$ cat src/rtl/base_tag_alloc.sv
// rtl/base_tag_alloc.sv - free-list tag allocator feeding the valid-bit memory set/reset ports.
// Self-fills the free list after reset, then hands out and reclaims tags.
module base_tag_alloc #(
  parameter int tag_width = 2
) (
  input  logic                 clk,
  input  logic                 reset,
  output logic                 o_alloc_v,
  output logic [tag_width-1:0] o_alloc_tag,
  input  logic                 i_alloc_r,
  input  logic                 i_free_v,
  input  logic [tag_width-1:0] i_free_tag,
  output logic                 o_set_v,
  output logic [tag_width-1:0] o_set_a,
  output logic                 o_rst_v,
  output logic [tag_width-1:0] o_rst_a,
  output logic                 o_init_done,
  output logic [tag_width:0]   o_free_cnt,
  output logic                 o_err
);

  localparam int depth = 1 << tag_width;

  typedef enum logic {ST_INIT, ST_RUN} state_t;

  state_t               state_q, state_d;
  logic [tag_width-1:0] fifo_q [depth];
  logic [tag_width:0]   wr_ptr_q, wr_ptr_d;
  logic [tag_width:0]   rd_ptr_q, rd_ptr_d;
  logic [tag_width:0]   free_cnt_q, free_cnt_d;
  logic [depth-1:0]     in_use_q, in_use_d;
  logic [tag_width-1:0] init_cnt_q, init_cnt_d;
  logic                 set_v_q, set_v_d;
  logic [tag_width-1:0] set_a_q, set_a_d;
  logic                 rst_v_q, rst_v_d;
  logic [tag_width-1:0] rst_a_q, rst_a_d;
  logic                 err_q, err_d;

  logic                 alloc_v;
  logic                 accept;
  logic                 free_legal;
  logic [tag_width-1:0] head;
  logic                 wr_en;
  logic [tag_width-1:0] wr_data;

  always_comb begin
    state_d    = state_q;
    wr_ptr_d   = wr_ptr_q;
    rd_ptr_d   = rd_ptr_q;
    in_use_d   = in_use_q;
    init_cnt_d = init_cnt_q;
    set_a_d    = set_a_q;
    rst_a_d    = rst_a_q;
    wr_en      = 1'b0;
    wr_data    = init_cnt_q;

    head       = fifo_q[rd_ptr_q[tag_width-1:0]];
    alloc_v    = (state_q == ST_RUN) && (free_cnt_q != '0);
    accept     = alloc_v && i_alloc_r;
    // In-use is sampled before this cycle's accept, so freeing the tag being handed out is illegal.
    free_legal = (state_q == ST_RUN) && i_free_v && in_use_q[i_free_tag];

    case (state_q)
      ST_INIT: begin
        wr_en      = 1'b1;
        wr_data    = init_cnt_q;
        init_cnt_d = init_cnt_q + 1'b1;
        if (init_cnt_q == tag_width'(depth - 1)) begin
          state_d = ST_RUN;
        end
      end
      ST_RUN: begin
        if (free_legal) begin
          wr_en   = 1'b1;
          wr_data = i_free_tag;
        end
      end
      default: state_d = ST_INIT;
    endcase

    if (accept) begin
      rd_ptr_d       = rd_ptr_q + 1'b1;
      in_use_d[head] = 1'b1;
      set_a_d        = head;
    end
    if (free_legal) begin
      in_use_d[i_free_tag] = 1'b0;
      rst_a_d              = i_free_tag;
    end
    if (wr_en) begin
      wr_ptr_d = wr_ptr_q + 1'b1;
    end

    free_cnt_d = free_cnt_q + (tag_width+1)'(wr_en) - (tag_width+1)'(accept);
    set_v_d    = accept;
    rst_v_d    = free_legal;
    err_d      = err_q || (i_free_v && !free_legal);
  end

  always_ff @(posedge clk or posedge reset) begin
    if (reset) begin
      state_q    <= ST_INIT;
      wr_ptr_q   <= '0;
      rd_ptr_q   <= '0;
      free_cnt_q <= '0;
      in_use_q   <= '0;
      init_cnt_q <= '0;
      set_v_q    <= 1'b0;
      set_a_q    <= '0;
      rst_v_q    <= 1'b0;
      rst_a_q    <= '0;
      err_q      <= 1'b0;
    end else begin
      state_q    <= state_d;
      wr_ptr_q   <= wr_ptr_d;
      rd_ptr_q   <= rd_ptr_d;
      free_cnt_q <= free_cnt_d;
      in_use_q   <= in_use_d;
      init_cnt_q <= init_cnt_d;
      set_v_q    <= set_v_d;
      set_a_q    <= set_a_d;
      rst_v_q    <= rst_v_d;
      rst_a_q    <= rst_a_d;
      err_q      <= err_d;
    end
  end

  always_ff @(posedge clk or posedge reset) begin
    if (reset) begin
      for (int i = 0; i < depth; i++) begin
        fifo_q[i] <= '0;
      end
    end else if (wr_en) begin
      fifo_q[wr_ptr_q[tag_width-1:0]] <= wr_data;
    end
  end

  assign o_alloc_v   = alloc_v;
  assign o_alloc_tag = head;
  assign o_set_v     = set_v_q;
  assign o_set_a     = set_a_q;
  assign o_rst_v     = rst_v_q;
  assign o_rst_a     = rst_a_q;
  assign o_init_done = (state_q == ST_RUN);
  assign o_free_cnt  = free_cnt_q;
  assign o_err       = err_q;

endmodule

$ cat config.mk
export PLATFORM = sky130hd
export DESIGN_NAME = base_tag_alloc
export DESIGN_NICKNAME = d
export VERILOG_FILES = /design/src/rtl/base_tag_alloc.sv
export SDC_FILE = /design/constraint.sdc
export NUM_CORES = 1
export LEC_CHECK = 0
export ABC_AREA = 1
export BUFFER_PORTS_ARGS = -buffer_cell sky130_fd_sc_hd__buf_2
export CAP_MARGIN = 20
export CORE_MARGIN = 4
export CORE_UTILIZATION = 40
export CTS_CLUSTER_DIAMETER = 60
export DETAILED_ROUTE_END_ITERATION = 8
export PLACE_DENSITY_LB_ADDON = 0.2
export SYNTH_ARGS = -nofsm -noshare
export SYNTH_HDL_FRONTEND = slang
export SYNTH_SLANG_ARGS = --single-unit
export TNS_END_PERCENT = 10
$ cat constraint.sdc
create_clock -name clk -period 6.2 [get_ports clk]
set_clock_uncertainty 0.15 [all_clocks]
set_input_delay 0 -clock clk [delete_from_list [all_inputs] [get_ports clk]]
set_output_delay 0 -clock clk [all_outputs]
set_load 0.01 [all_outputs]
# Word-level counts from Yosys, hierarchy flattened
# Index checks and enable logic that the tools add are counted.
# word_totals
mem_count	0
word_cells	65
in_bits	6
ramBits	0
output_inout_bits	14
reg_bits	31
rom_bits	0
latchBits	0
# op_classes
magnitude_cmp	7
shift	0
mux	20
n_addsub	5
eq_ne	1
bitwise	6
div	0
mul	0
n_reduce_logical	11
# ops
operator	n
8-bit bitwise mux	1
1-bit logical AND	8
2-bit 2-to-1 mux	4
4-bit 2-to-1 mux	2
3-bit by 1-bit adder with 3-bit output (second input constant)	2
3-bit >= comparator (second input constant)	2
2-bit by 3-bit less-than comparator with 1-bit output (second input constant)	2
1-bit 2-to-1 mux	6
2-bit NOT with 3-bit output	2
4-bit AND	1
2-bit binary-select mux with 2-bit select	1
1-bit demux with 2-bit select	2
2-bit demux with 2-bit select	1
2-bit by 1-bit >= comparator with 1-bit output (second input constant)	2
4-bit NOT	1
4-bit OR	1
2-bit case mux with 2 select lines	1
3-bit by 1-bit adder with 3-bit output	1
3-bit by 1-bit less-than comparator with 1-bit output (second input constant)	1
3-bit nonzero test	1
3-bit by 1-bit subtractor with 3-bit output	1
2-bit by 1-bit adder with 2-bit output (second input constant)	1
1-bit binary-select mux with 2-bit select	1
2-bit equality test (second input constant)	1
other kinds (4)	4

# Depth between registers and ports, before layout
# depth
word_depth	12
mapped_depth	14
mapped_depth_nobuf	14

# Worst setup path before layout
# OpenSTA, ideal clock, no wires.
# synth_timing
path_type	register to register
startpoint	register state_q (netlist: o_init_done)
endpoint	register free_cnt_q[2] (netlist: o_free_cnt[2])
n_path_buf	0
setup_ns	0.129
synth_period_minus_slack_ns	2.208
path_stages_with_launch	12
arrival_time_ns	1.930
path_slack_ns	3.992
required_time_ns	5.921
path_cell_list	dfrtp_1 -> nand2_1 -> inv_1 -> nand2_4 -> nand2_2 -> inv_1 -> ha_1 -> inv_1 -> ha_1 -> fa_1 -> xnor2_1 -> xor2_1
# synth_between
elab_chain_len	6
elab_cells_between_ends	9
cone_classes	2 x add/sub; 2 x mux; 1 x bitwise; 4 x reduce/logical
# synth_rtl
item	line_no	source
from (decl)	26	state_t state_q, state_d;
from (signal assigned)	114	state_q <= state_d;
1-bit logical AND (2 in a row)	61	free_legal = (state_q == ST_RUN) && i_free_v && in_use_q[i_free_tag];
1-bit 2-to-1 mux	73	if (free_legal) begin
1-bit case mux with 2 select lines	63	case (state_q)
3-bit by 1-bit adder with 3-bit output	94	free_cnt_d = free_cnt_q + (tag_width+1)'(wr_en) - (tag_width+1)'(accept);
3-bit by 1-bit subtractor with 3-bit output (*)	94	
net free_cnt_d[2]	30	logic [tag_width:0] free_cnt_q, free_cnt_d;
to (signal assigned)	117	free_cnt_q <= free_cnt_d;
to (decl)	30	
# The timed path passes the listed nets; every way through them passes the cells marked *.
# A chain may end at the register's enable or synchronous reset.

# Worst setup path after layout
# Same ends and word-level chain as after synthesis.

==> metrics.md <==
| Metric | Value |
|---|---|
| Die area | 0.004812 mm2 |
| Pre-CTS setup slack | 3.389 ns |
| Total number of vias | ~1100 |
| Setup CP Type | flop to flop |
| CTS resizes | 0 |
| Minimum clock period | 2.814 ns |
| Post-DP Area | about 0.0016 mm2 |
| Initial antenna violation count | 0 |
| Leakage | 0.9812 nW |
| Max VDD drop | between 0.15 and 0.2 mV |
| Worst Path Buf+Inv | 3 |
| Vias per cell | 4.441 |
| Setup TNS Final | 0 ns |
| Worst hold path type | primary input to asynchronous set/reset pin |
| Largest net degree at the start of global routing | 30 |
| Clock slew at reported path FFs | 0.06 ns |
| Slew margin rel. | 0.6004 |
| Met3 routed WL | between 100 and 150 um |
| Vias in the first global route | 1189 |
| Layout cell share with drive strength beyond 1 | 0.2362 |
| Mapped Nets | 182 |
| CP most frequent cell | inv_1 |
| GP Congestion | between 0.7 and 0.8 |
| Synth unique cells | 26 |
| Req. time, crit path | 6.26 ns |
| First-pass detailed-route iteration total | 4 |
| Status | completed |
| Crit Path Max Fanout | 12 |
| Core area | 0.003661 mm2 |
| ANT nets after route | 0 |
| Sequential cell area fraction in the yosys report | 0.4817 |
| Clock net sink count | 29 |
| Setup Viol. Count Final | 0 |
| Gr usage total | 0.1390 |
| Maxcap violations | 0 |
| Yosys reg bits | 29 |
| Yosys Warn Count | 0 |
| Clock tree root buffer cell | clkbuf_8 |
| WL/cell | 11.95 um |
| Final instance area | 0.001809 mm2 |
| Pins Over Slew Limit | 0 |
| GR Overflow Total | 0 |
| CP Launch Type | flop |
| Die Span X | 69.37 um |
| Fin Hold WS | 0.1403 ns |
| Top Metal Used | met4 |
| Starting Density | 0.4115 |
| Final hold violations | 0 |
| CTS tree | built |
| Tightest Pin Transition | 0.5994 ns |
| Crit-path slowest cell | dfrtp_1 |
| CP cell instances | nand2_1, inv_1, nand2_4, nand2_2, inv_1, ha_1, inv_1, ha_1, fa_1, xnor2_1, xor2_1 |
| M1 WL | 1415 um |
| CP Capture Type | flop |
| Pwr dens | 440.0 mW/mm2 |
| Bufs on Longest Clock Path | 2 |
| Port bufs | 19 |
| Inserted Diodes | 0 |
| Max Fclk | 355.4 MHz |
| HPWL after DPL | 2138 um |
| CP max stage delay | ~0.7 ns |
| H-tree lvl count | 2 |
| First-pass GRT wire length | around 5300 um |
| Nets | 212 |
| Worst Path Arrival | 2.87 ns |
| Final worst-path setup slack | 3.386 ns |
| Top Ports | 20 |
| Chip height | 69.37 um |
| Post-route DRC | 0 |
| Cells after Synth | roughly 170 |
| Row cnt | 22 |
| Area growth, synth to finish | 20.10% |
| Num CTS Buffers | 5 |
| Final wirelength | ~3000 um |
| Iter 0 DRT Violations | between 50 and 60 |
| Synthesized area | 0.001506 mm2 |
| WL met2 | 1338 um |
| Top delay family on crit path | adder cells |
| Avg Inst Size Synth | 8.967 um2 |
| Clock Latency Late Sink | 0.29 ns |
| Tcrit/Tclk final | 0.4538 |
| Unrepaired setup endpoints after global routing | false |
placed cells by master (no fill, tap or decap):
cell / n
nand2_1: 57
o21a_1: 1
o21ai_2: 1
nor2_1: 7
a21o_2: 1
xnor2_1: 2
inv_2: 2
nand3_2: 2
clkinv_2: 1
o21bai_1: 1
o21ai_0: 2
ha_1: 7
or2_2: 1
clkbuf_8: 7
buf_16: 1
mux2_2: 1
fa_1: 1
inv_1: 26
a21oi_1: 2
dfrtp_1: 29
a21oi_4: 2
nand3_1: 7
a21oi_2: 2
buf_2: 19
nand2_4: 4
nand2_2: 3
o21ai_1: 1
xor2_1: 4
dlygate4sd3_1: 5
final timing paths:
path / startpoint / slack, ns / cells after the start / end
worst max-delay path: o_init_done$_DFF_PP0_ / 3.39 / 11 / o_free_cnt[2]$_DFF_PP0_
worst min-delay path: reset / 0.14 / 3 / o_rst_v$_DFF_PP0_
worst max register to register: o_init_done$_DFF_PP0_ / 3.39 / 11 / o_free_cnt[2]$_DFF_PP0_
worst min register to register: o_err$_DFF_PP0_ / 0.30 / 1 / o_err$_DFF_PP0_
max in group asynchronous: reset / 5.28 / 4 / fifo_q[1]$_DFFE_PP0P_
min in group clk: o_err$_DFF_PP0_ / 0.30 / 1 / o_err$_DFF_PP0_
worst register-to-register path: stages, from the launching register on:
cell and delay, ns:
dfrtp_1 0.72, nand2_1 0.10, inv_1 0.15, nand2_4 0.16, nand2_2 0.19, inv_1 0.07, ha_1 0.27, inv_1 0.04
ha_1 0.18, fa_1 0.38, xnor2_1 0.18, xor2_1 0.16
stage by stage:
| step | power, mW | utilization | instances |
|---|---|---|---|
| finish | 0.7961 | 0.4942 | 247 |
| global placement | 0.6113 | 0.4453 | 233 |
| CTS | 0.8035 | 0.4867 | 246 |
| global route | 0.8718 | 0.4942 | 247 |
| floorplan | 0.5349 | - | 168 |
| detailed placement | 0.6266 | 0.4453 | 233 |
area by class of cell:
type / instances / area, um2
well taps: 48 / 60.06
clock inverters: 1 / 5.005
fillers: 337 / 1852
repair buffers: 25 / 172.7
multi-input cells: 109 / 644.4
inverters: 28 / 105.1
flip-flops and latches: 29 / 725.7
clock buffers: 7 / 96.34
kinds of logic (layout without fill, tap and decap cells):
group,count (synthesis),in the layout,synth area share
xor+xnor,6,6,0.03488
compound gates,13,13,0.07143
flops,29,29,0.4817
simple gates,81,81,0.2425
fa+ha+maj,8,8,0.07143
buf+inv,30,61,0.09053
mux,1,1,0.007475
per-layer routing:
metal / vias to the layer above / GRT usage
met1: 508 / 0.1737
met3: 5 / 0.05217
li1: 564 / -
met4: 0 / 0.05640
met2: 20 / 0.2161
met5: - / 0
timing repair:
action	in CTS	in global routing
hold buffers	5	0
setup buffers	0	0
hold endpoints to repair	39	0
synth_stat cells:
library cell,instances,area [um2]
nand2_1,57,214.0
dfrtp_1,29,725.7
inv_1,26,97.59
ha_1,7,87.58
nand3_1,7,35.03
nor2_1,7,26.28
nand2_4,4,45.04
xor2_1,4,35.03
nand2_2,3,18.77
a21oi_1,2,10.01
a21oi_2,2,17.52
a21oi_4,2,32.53
inv_2,2,7.510
nand3_2,2,20.02
o21ai_0,2,10.01
xnor2_1,2,17.52
a21o_2,1,8.760
buf_12,1,20.02
buf_6,1,11.26
fa_1,1,20.02
mux2_2,1,11.26
o21a_1,1,7.510
o21ai_1,1,5.000
o21ai_2,1,8.760
o21bai_1,1,7.510
or2_2,1,6.260
state kept, by name, indices dropped and copies added (netlist names):
name / cells
fifo_q: 8
in_use_q: 4
o_free_cnt: 3
init_cnt_q: 2
o_rst_a: 2
o_set_a: 2
rd_ptr_q: 2
wr_ptr_q: 2
o_err: 1
o_init_done: 1
o_rst_v: 1
o_set_v: 1
power breakdown:
part	total, mW	switching [mW]	internal (mW)
combinational	0.310	0.188	0.122
clock	0.173	0.0728	0.100
sequential	0.313	0.0499	0.263
Note: power is estimated with default switching activity, not from simulation.
